==> src/rtl/lacc_mem_bridge.sv <==
// Bridges the CNN accelerator's lacc_data request stream onto an in-order memory bus.
// Requests are queued, outstanding bus transactions are tracked, and read data returns in order.
module lacc_mem_bridge #(
  parameter int REQ_DEPTH       = 4,
  parameter int MAX_OUTSTANDING = 4
) (
  input  logic                               clk,
  input  logic                               rst,
  input  logic                               lacc_flush,
  input  logic                               lacc_data_valid,
  output logic                               lacc_data_ready,
  input  logic [31:0]                        lacc_data_addr,
  input  logic                               lacc_data_read,
  input  logic [31:0]                        lacc_data_wdata,
  input  logic [1:0]                         lacc_data_size,
  output logic                               lacc_drsp_valid,
  output logic [31:0]                        lacc_drsp_rdata,
  output logic                               mem_req_valid,
  input  logic                               mem_req_ready,
  output logic [31:0]                        mem_req_addr,
  output logic                               mem_req_we,
  output logic [31:0]                        mem_req_wdata,
  output logic [3:0]                         mem_req_wstrb,
  input  logic                               mem_rsp_valid,
  input  logic [31:0]                        mem_rsp_rdata,
  input  logic                               mem_rsp_err,
  output logic [$clog2(MAX_OUTSTANDING):0]   outstanding,
  output logic                               err_sticky
);

  localparam int QPW = $clog2(REQ_DEPTH);
  localparam int QCW = QPW + 1;
  localparam int TPW = (MAX_OUTSTANDING > 1) ? $clog2(MAX_OUTSTANDING) : 1;
  localparam int TCW = $clog2(MAX_OUTSTANDING) + 1;

  typedef struct packed {
    logic [31:0] addr;
    logic [31:0] wdata;
    logic        read;
    logic [1:0]  size;
  } req_t;

  typedef struct packed {
    logic       is_read;
    logic [1:0] size;
    logic [1:0] offset;
    logic       discard;
  } trk_t;

  req_t           fifo_mem [REQ_DEPTH];
  logic [QPW-1:0] fifo_wr, fifo_rd;
  logic [QCW-1:0] fifo_cnt;

  trk_t           trk_mem [MAX_OUTSTANDING];
  logic [TPW-1:0] trk_wr, trk_rd;
  logic [TCW-1:0] trk_cnt;

  logic        alive;
  logic        fifo_full, trk_full;
  logic        push, issue, rsp_pop, drsp_fire;
  logic        misalign;
  req_t        head;
  trk_t        trk_head;
  logic [31:0] rsp_shift, rsp_data;

  assign head     = fifo_mem[fifo_rd];
  assign trk_head = trk_mem[trk_rd];

  assign fifo_full = (fifo_cnt == QCW'(REQ_DEPTH));
  assign trk_full  = (trk_cnt == TCW'(MAX_OUTSTANDING));

  // alive keeps ready low during reset and rises on the first edge after release.
  assign lacc_data_ready = alive & ~fifo_full & ~lacc_flush;
  assign push            = lacc_data_valid & lacc_data_ready;
  assign mem_req_valid   = (fifo_cnt != '0) & ~trk_full & ~lacc_flush;
  assign issue           = mem_req_valid & mem_req_ready;
  assign rsp_pop         = mem_rsp_valid & (trk_cnt != '0);
  assign drsp_fire       = rsp_pop & trk_head.is_read & ~trk_head.discard & ~lacc_flush;
  assign outstanding     = trk_cnt;

  assign mem_req_addr = {head.addr[31:2], 2'b00};
  assign mem_req_we   = ~head.read;

  // NOTE: every signal assigned in an always_comb gets a default first, so no path can infer a latch.
  always_comb begin
    mem_req_wstrb = 4'hF;
    mem_req_wdata = head.wdata;
    misalign      = 1'b0;
    case (head.size)
      2'd0: begin
        mem_req_wstrb = 4'b0001 << head.addr[1:0];
        mem_req_wdata = {4{head.wdata[7:0]}};
      end
      2'd1: begin
        mem_req_wstrb = 4'b0011 << {head.addr[1], 1'b0};
        mem_req_wdata = {2{head.wdata[15:0]}};
        misalign      = head.addr[0];
      end
      default: misalign = |head.addr[1:0];
    endcase
  end

  always_comb begin
    rsp_shift = mem_rsp_rdata >> {trk_head.offset, 3'b000};
    rsp_data  = rsp_shift;
    case (trk_head.size)
      2'd0:    rsp_data = {24'd0, rsp_shift[7:0]};
      2'd1:    rsp_data = {16'd0, rsp_shift[15:0]};
      default: rsp_data = rsp_shift;
    endcase
  end

  // NOTE: sequential state uses non-blocking assignments so every flop samples pre-edge values.
  always_ff @(posedge clk or negedge rst) begin
    if (!rst) alive <= 1'b0;
    else      alive <= 1'b1;
  end

  always_ff @(posedge clk or negedge rst) begin
    if (!rst) begin
      fifo_wr  <= '0;
      fifo_rd  <= '0;
      fifo_cnt <= '0;
    end else if (lacc_flush) begin
      fifo_wr  <= '0;
      fifo_rd  <= '0;
      fifo_cnt <= '0;
    end else begin
      if (push)  fifo_wr <= fifo_wr + QPW'(1);
      if (issue) fifo_rd <= fifo_rd + QPW'(1);
      fifo_cnt <= fifo_cnt + QCW'(push) - QCW'(issue);
    end
  end

  // NOTE: storage arrays carry no reset; the counters and pointers define which entries are live.
  always_ff @(posedge clk) begin
    if (push) fifo_mem[fifo_wr] <= '{addr:  lacc_data_addr,
                                     wdata: lacc_data_wdata,
                                     read:  lacc_data_read,
                                     size:  lacc_data_size};
  end

  always_ff @(posedge clk) begin
    if (lacc_flush) begin
      for (int i = 0; i < MAX_OUTSTANDING; i++) trk_mem[i].discard <= 1'b1;
    end
    if (issue) trk_mem[trk_wr] <= '{is_read: head.read,
                                    size:    head.size,
                                    offset:  head.addr[1:0],
                                    discard: 1'b0};
  end

  // Tracker depth need not fill the pointer range when MAX_OUTSTANDING is 1, so wrap explicitly.
  always_ff @(posedge clk or negedge rst) begin
    if (!rst) begin
      trk_wr  <= '0;
      trk_rd  <= '0;
      trk_cnt <= '0;
    end else begin
      if (issue)   trk_wr <= (trk_wr == TPW'(MAX_OUTSTANDING - 1)) ? '0 : trk_wr + TPW'(1);
      if (rsp_pop) trk_rd <= (trk_rd == TPW'(MAX_OUTSTANDING - 1)) ? '0 : trk_rd + TPW'(1);
      trk_cnt <= trk_cnt + TCW'(issue) - TCW'(rsp_pop);
    end
  end

  always_ff @(posedge clk or negedge rst) begin
    if (!rst) begin
      lacc_drsp_valid <= 1'b0;
      lacc_drsp_rdata <= '0;
    end else begin
      lacc_drsp_valid <= drsp_fire;
      if (drsp_fire) lacc_drsp_rdata <= rsp_data;
    end
  end

  always_ff @(posedge clk or negedge rst) begin
    if (!rst) begin
      err_sticky <= 1'b0;
    end else if ((issue & misalign) ||
                 (mem_rsp_valid & (mem_rsp_err | (trk_cnt == '0)))) begin
      err_sticky <= 1'b1;
    end
  end

endmodule

==> config.mk <==
export PLATFORM = sky130hd
export DESIGN_NAME = lacc_mem_bridge
export DESIGN_NICKNAME = d
export VERILOG_FILES = /design/src/rtl/lacc_mem_bridge.sv
export SDC_FILE = /design/constraint.sdc
export NUM_CORES = 1
export LEC_CHECK = 0
export BUFFER_PORTS_ARGS = -buffer_cell sky130_fd_sc_hd__buf_2
export CORE_UTILIZATION = 55
export DETAILED_ROUTE_END_ITERATION = 8
export PLACE_DENSITY = 0.78
export SYNTH_ARGS = -nofsm -noshare
export SYNTH_HDL_FRONTEND = slang
export SYNTH_SLANG_ARGS = --single-unit
==> constraint.sdc <==
create_clock -name clk -period 3.05 [get_ports clk]
set_clock_uncertainty 0.05 [all_clocks]
set_input_delay 0.7625 -clock clk [delete_from_list [all_inputs] [get_ports clk]]
set_output_delay 0.7625 -clock clk [all_outputs]
set_load 0.03 [all_outputs]
Word level (Yosys, flattened, before mapping)
Memories as Yosys holds them, arrays and structs flattened. Index checks and enable logic that the tools add are counted.

$add $sub $neg: 8. Equal/unequal tests: 6. Shift operators: 3. Multiplexer cells: 20. Bitwise gates (word level): 18. Reductions and logical operators: 10.

Operator list (count): 32-bit case mux with 2 select lines (2); 32-bit by 5-bit right shift with 32-bit output (1); 2-bit 2-to-1 mux (8); 1-bit bitwise AND (12); 2-bit by 1-bit adder with 2-bit output, second input constant (4); 4-bit case mux with 2 select lines (1); 3-bit by 1-bit adder with 3-bit output (2); 3-bit == test, second input constant (2); 1-bit 2-to-1 mux (6); 6-bit 2-to-1 mux (1); 3-bit nonzero test (2); 6-bit OR reduction (1); 3-bit by 1-bit subtractor with 3-bit output (2); 1-bit NOT (5); 2-bit by 1-bit == test with 1-bit output, second input constant (2); 2-bit == test, second input constant (2); 2-bit zero test (2); 2-bit nonzero test (2); 1-bit by 2-bit << shifter with 4-bit output, first input constant (1); 2-bit by 2-bit << shifter with 4-bit output, first input constant (1); 3-bit zero test (1); 3-bit 2-to-1 mux (1); 1-bit case mux with 2 select lines (1); 2-bit OR reduction (1); other kinds (2) (2).

Register bits: 49. Memory bits (writable): 292. Input bits: 106. Output and inout port bits: 108. Memories kept: 2.

Memories: fifo_mem (depth 4, width 67, read ports 1, clocked after Yosys merged registers in 0, wr ports 1, RTL line 50) `req_t fifo_mem [REQ_DEPTH];`; trk_mem (depth 4, width 6, read ports 1, clocked after Yosys merged registers in 0, wr ports 4, RTL line 54) `trk_t trk_mem [MAX_OUTSTANDING];`.

Logic depth before layout (Yosys ltp)
Depth after elaboration: 9. Gate-level depth with buffers: 13.

Worst setup path before layout
OpenSTA, ideal clock, no wires.

Kind: input port to flip-flop. From: input port lacc_flush. To: memory fifo_mem[2][0] in the netlist's numbering, enable pin. Setup time: 0.433 ns. Arrival time: 3.149 ns. Required time: 2.567 ns. Path slack: -0.581 ns. Cell stages on the path: 4. Cell sequence: clkbuf_1 inv_1 o311a_1 and3_1.

Word-level cells in the longest chain between the ends: 5.

Ends and longest elaborated chain: from (decl) (RTL line 9) `input logic lacc_flush,`; 1-bit NOT (RTL line 73) `assign lacc_data_ready = alive & ~fifo_full & ~lacc_flush;`; 1-bit bitwise AND (RTL line 73); via lacc_data_ready (RTL line 11) `output logic lacc_data_ready,`; 1-bit bitwise AND (RTL line 74) `assign push = lacc_data_valid & lacc_data_ready;`; 1-bit 2-to-1 mux (RTL line 137) `if (push) fifo_mem[fifo_wr] <= '{addr: lacc_data_addr,`; 1-bit 2-to-1 mux (not written as such) (RTL line 137); to (decl) (RTL line 50).

The timed path passes the listed nets, and every way through them passes these cells.

Worst setup path in the final report
From: register fifo_rd[0]. To: output port mem_req_wdata[10].

Word-level cells in the longest chain between the ends: 3.

Ends and longest elaborated chain: from (decl) (RTL line 51) `logic [QPW-1:0] fifo_wr, fifo_rd;`; from (signal assigned) (RTL line 130) `if (issue) fifo_rd <= fifo_rd + QPW'(1);`; memory read 4 x 67 bit *; 2-bit by 1-bit == test with 1-bit output or 2-bit zero test (tied branches) (RTL line 89) `case (head.size)`; 32-bit case mux with 2 select lines * (RTL line 89); to (decl) (RTL line 22) `output logic [31:0] mem_req_wdata,`.

Mark *: on every way between the ends. The rest lies on a longest branch, timed or not.

==> flow_metrics.tcl <==
set metrics [dict create \
    status "finished, violations left" \
    violations "setup timing" \
    crit_type "flop to output port" \
    h-tree-depth 2 \
    maxSlewViolCount 0 \
    grt_pass1_wl_um 44000 \
    r2r_start "outstanding[1]$_DFF_PN0_" \
    clkSinkCount 341 \
    via_per_inst 5.69 \
    endpoint_kind "output port" \
    ios 214 \
    die_w_um 159 \
    cts_tree "built" \
    cp_slowest_cell "mux4_2" \
    cp_slowest_stage_delay_ps 580 \
    busiest_layer "met2" \
    pre_cts_slack_ps 163 \
    fin_setup_tns_ps -2580 \
    synth_cell_types 46 \
    core_um2 24200 \
    cp_max_fo 7 \
    slew_headroom_pct 54.1 \
    antenna_found_initial 7 \
    avgSynthCellArea_um2 19.0 \
    clock.fmax_mhz 313 \
    cpMostUsedCell "buf_6" \
    power.density_nw_per_um2 861 \
    vias 7560 \
    use_met3_pct 5.86 \
    clkTransAtPathRegs_ps 60 \
    setup_viol 27 \
    start_util_pct 55.9 \
    hold_buffers 0 \
    crit_chain "mux4_2 > nor2_4 > buf_6 > mux2_4 > buf_6" \
    ys_seq_area_share_pct 73.5 \
    die_h_um 159 \
    met1_usage_pct 30.6 \
    start_kind "flop" \
    critPathArrivalTime_ps 2390 \
    drive_gt1_share_pct 42.4 \
    drtIter0Drc 488 \
    maxCapViolCount 0 \
    num_rows 57 \
    cts_buffer_depth 3 \
    max-vdd-ir-drop_mv 0.764 \
    synthCells 714 \
    grt_pass1_vias 7834 \
    rr_endpoint "fifo_cnt[2]$_DFF_PN0_" \
    worst_pin_slew_ps 687 \
    routed_wl_um 28400 \
    finalHoldViolations 0 \
    synth_edf_count 289 \
    firstDrtPassIters 5 \
    multi_input_area_um2 3440 \
    dpl_cell_area_um2 15200 \
    rr_worst_depth 11 \
    cts_made_buffers 35 \
    ff_latch_area_um2 9970 \
    overflow 0 \
    total_power_uw 14500 \
    critical-path-top-delay-family "multiplexers" \
    drc 0 \
    fill_cells 1552 \
    fin_nets 1093 \
    worst-r2r-setup-slack_ps 350 \
    synth_area_um2 13600 \
    min_path_type "input port to async pin" \
    wl_per_cell_um 21.4 \
    gp_congestion 0.815 \
    synthFlopType "edfxtp_1" \
    fin_crit_sh_pct 105 \
    grt_max_degree 48 \
    dp_hpwl_um 18000 \
    grt_use_total_pct 22.9 \
    async_flop_share_pct 14.4 \
    yosys_warnings 0 \
    clock_latency_ps 500 \
    postLayoutSetupSlackWorst_ps -149 \
    worst_ep_required_time_ps 2240 \
    final_area_um2 16800 \
    cts_root_buffer "clkbuf_16" \
    synth-seq-cells 341 \
    path_buf_inv 2 \
    use_met2_pct 37.1 \
    die_area_um2 25300 \
    period_minus_slack_ps 3200 \
    p_leak_uw 0.00631 \
    portBuffers 211 \
    area_delta_synth_final_pct 24.3 \
    rsz0062_at_grt "true" \
    postRouteAntennaNets 0 \
]
-- cells in the mapped netlist (2+ instances only) --
master / number / area [µm²]
dfxtp_1: 3 / 60.1
conb_1: 2 / 7.51
nor2b_1: 3 / 18.8
fa_1: 2 / 40.0
clkbuf_1: 12 / 45.0
nor2_1: 23 / 86.3
or2_1: 2 / 12.5
buf_1: 3 / 11.3
mux2i_1: 30 / 300
nor3_1: 4 / 20.0
and3_1: 6 / 37.5
mux2_2: 26 / 293
a31oi_1: 8 / 50.1
xnor2_1: 3 / 26.3
o21bai_1: 3 / 22.5
nand2_1: 50 / 188
dfrtp_1: 49 / 1230
buf_6: 3 / 33.8
and2_1: 5 / 31.3
buf_2: 16 / 80.1
ha_1: 10 / 125
inv_1: 13 / 48.8
a21o_1: 4 / 30.0
nor2_2: 2 / 12.5
a32o_1: 8 / 80.1
nand2b_1: 3 / 18.8
edfxtp_1: 289 / 8680
mux4_2: 69 / 1550
buf_4: 3 / 22.5
o21ai_0: 37 / 185
o21ai_2: 8 / 70.1
-- layout make-up --
cell class	instances	share of cell area, %
diodes	3	0.0446
clock buffers	50	5.84
clock inverters	13	0.876
inverters	14	0.312
multi-input cells	323	20.4
flip-flops and latches	341	59.2
well taps	324	2.41
repair buffers	260	10.9
-- placed cells by master (no fill, tap or decap), drive strengths merged, types with 2 or more instances in the layout --
| cell type | instances |
|---|---|
| ha | 10 |
| fa | 2 |
| clkinv | 9 |
| mux4 | 70 |
| dfrtp | 49 |
| inv | 15 |
| a21o | 4 |
| dfxtp | 3 |
| conb | 3 |
| mux2i | 30 |
| nor2 | 25 |
| o21bai | 3 |
| edfxtp | 289 |
| and3 | 6 |
| nand2 | 50 |
| nor2b | 3 |
| or2 | 2 |
| nand2b | 3 |
| bufinv | 3 |
| nor3 | 4 |
| clkbuf | 52 |
| o21ai | 45 |
| a31oi | 8 |
| mux2 | 27 |
| a32o | 8 |
| or3b | 2 |
| diode | 3 |
| buf | 258 |
| and2 | 5 |
| xnor2 | 3 |
-- stage by stage --
step,std cells,util (%),hold WS (ps)
6_report,1328,69.5,232
5_1_grt,1327,69.5,277
4_1_cts,1324,69.3,227
3_5_place_dp,1248,62.9,407
3_3_place_gp,1248,62.9,395
2_1_floorplan,715,-,385
-- report_power, final --
group	total, µW	switching (µW)	leakage [µW]	internal, µW
Sequential	5700	253	0.00327	5440
Clock	4160	1660	0.000549	2500
Combinational	4650	2660	0.00249	1980
-- worst register-to-register path: stages, from the launching register on --
cell     delay [ps]
dfrtp_1         440
or3b_2          490
nand4_1         210
inv_2           130
ha_1            310
inv_1            50
ha_1            120
inv_1            50
fa_1            370
xor2_1          170
xnor2_1         140
nor2_1           50
-- what timing repair did --
item,CTS,global route
pin swaps,3,2
endpoints found under the setup margin,36,39
buffers inserted,9,2
gates cloned,5,0
resized for setup,77,15
-- per-layer routing --
layer  vias up  share of wire, %  wire, µm
li1       3366                 -         -
met1      3820                41     11500
met2       306                49     14000
met3        60               7.8      2220
met4         8               2.0       563
met5         -              0.18        51
-- sequential cells by signal, indices dropped and copies added, names as in the netlist, 2 cells and up --
name             flops
fifo_cnt             3
lacc_drsp_rdata     32
trk_wr               2
fifo_rd              2
fifo_mem           268
outstanding          3
trk_mem             24
fifo_wr              2
trk_rd               2
-- cells by family after synthesis --
logic type | synth area share, %
compound gates | 3.61
flops | 73.5
other cells | 0.0554
fa+ha+maj | 1.22
mux | 16.1
buf+inv | 1.81
xor+xnor | 0.259
simple gates | 3.42
-- how the worst max path moves through the flow --
stage	cells past startpoint	slack [ps]	end	startpoint
2_1_floorplan	13	120	fifo_cnt[2]$_DFF_PN0_	lacc_flush
3_3_place_gp	13	200	fifo_cnt[2]$_DFF_PN0_	lacc_flush
3_5_place_dp	13	160	fifo_cnt[2]$_DFF_PN0_	lacc_flush
4_1_cts	5	-140	mem_req_wdata[10]	fifo_rd[0]$_DFFE_PN0P_
5_1_grt	5	-210	mem_req_wdata[10]	fifo_rd[0]$_DFFE_PN0P_
6_report	5	-150	mem_req_wdata[10]	fifo_rd[0]$_DFFE_PN0P_
(Power assumes the default switching activity.)
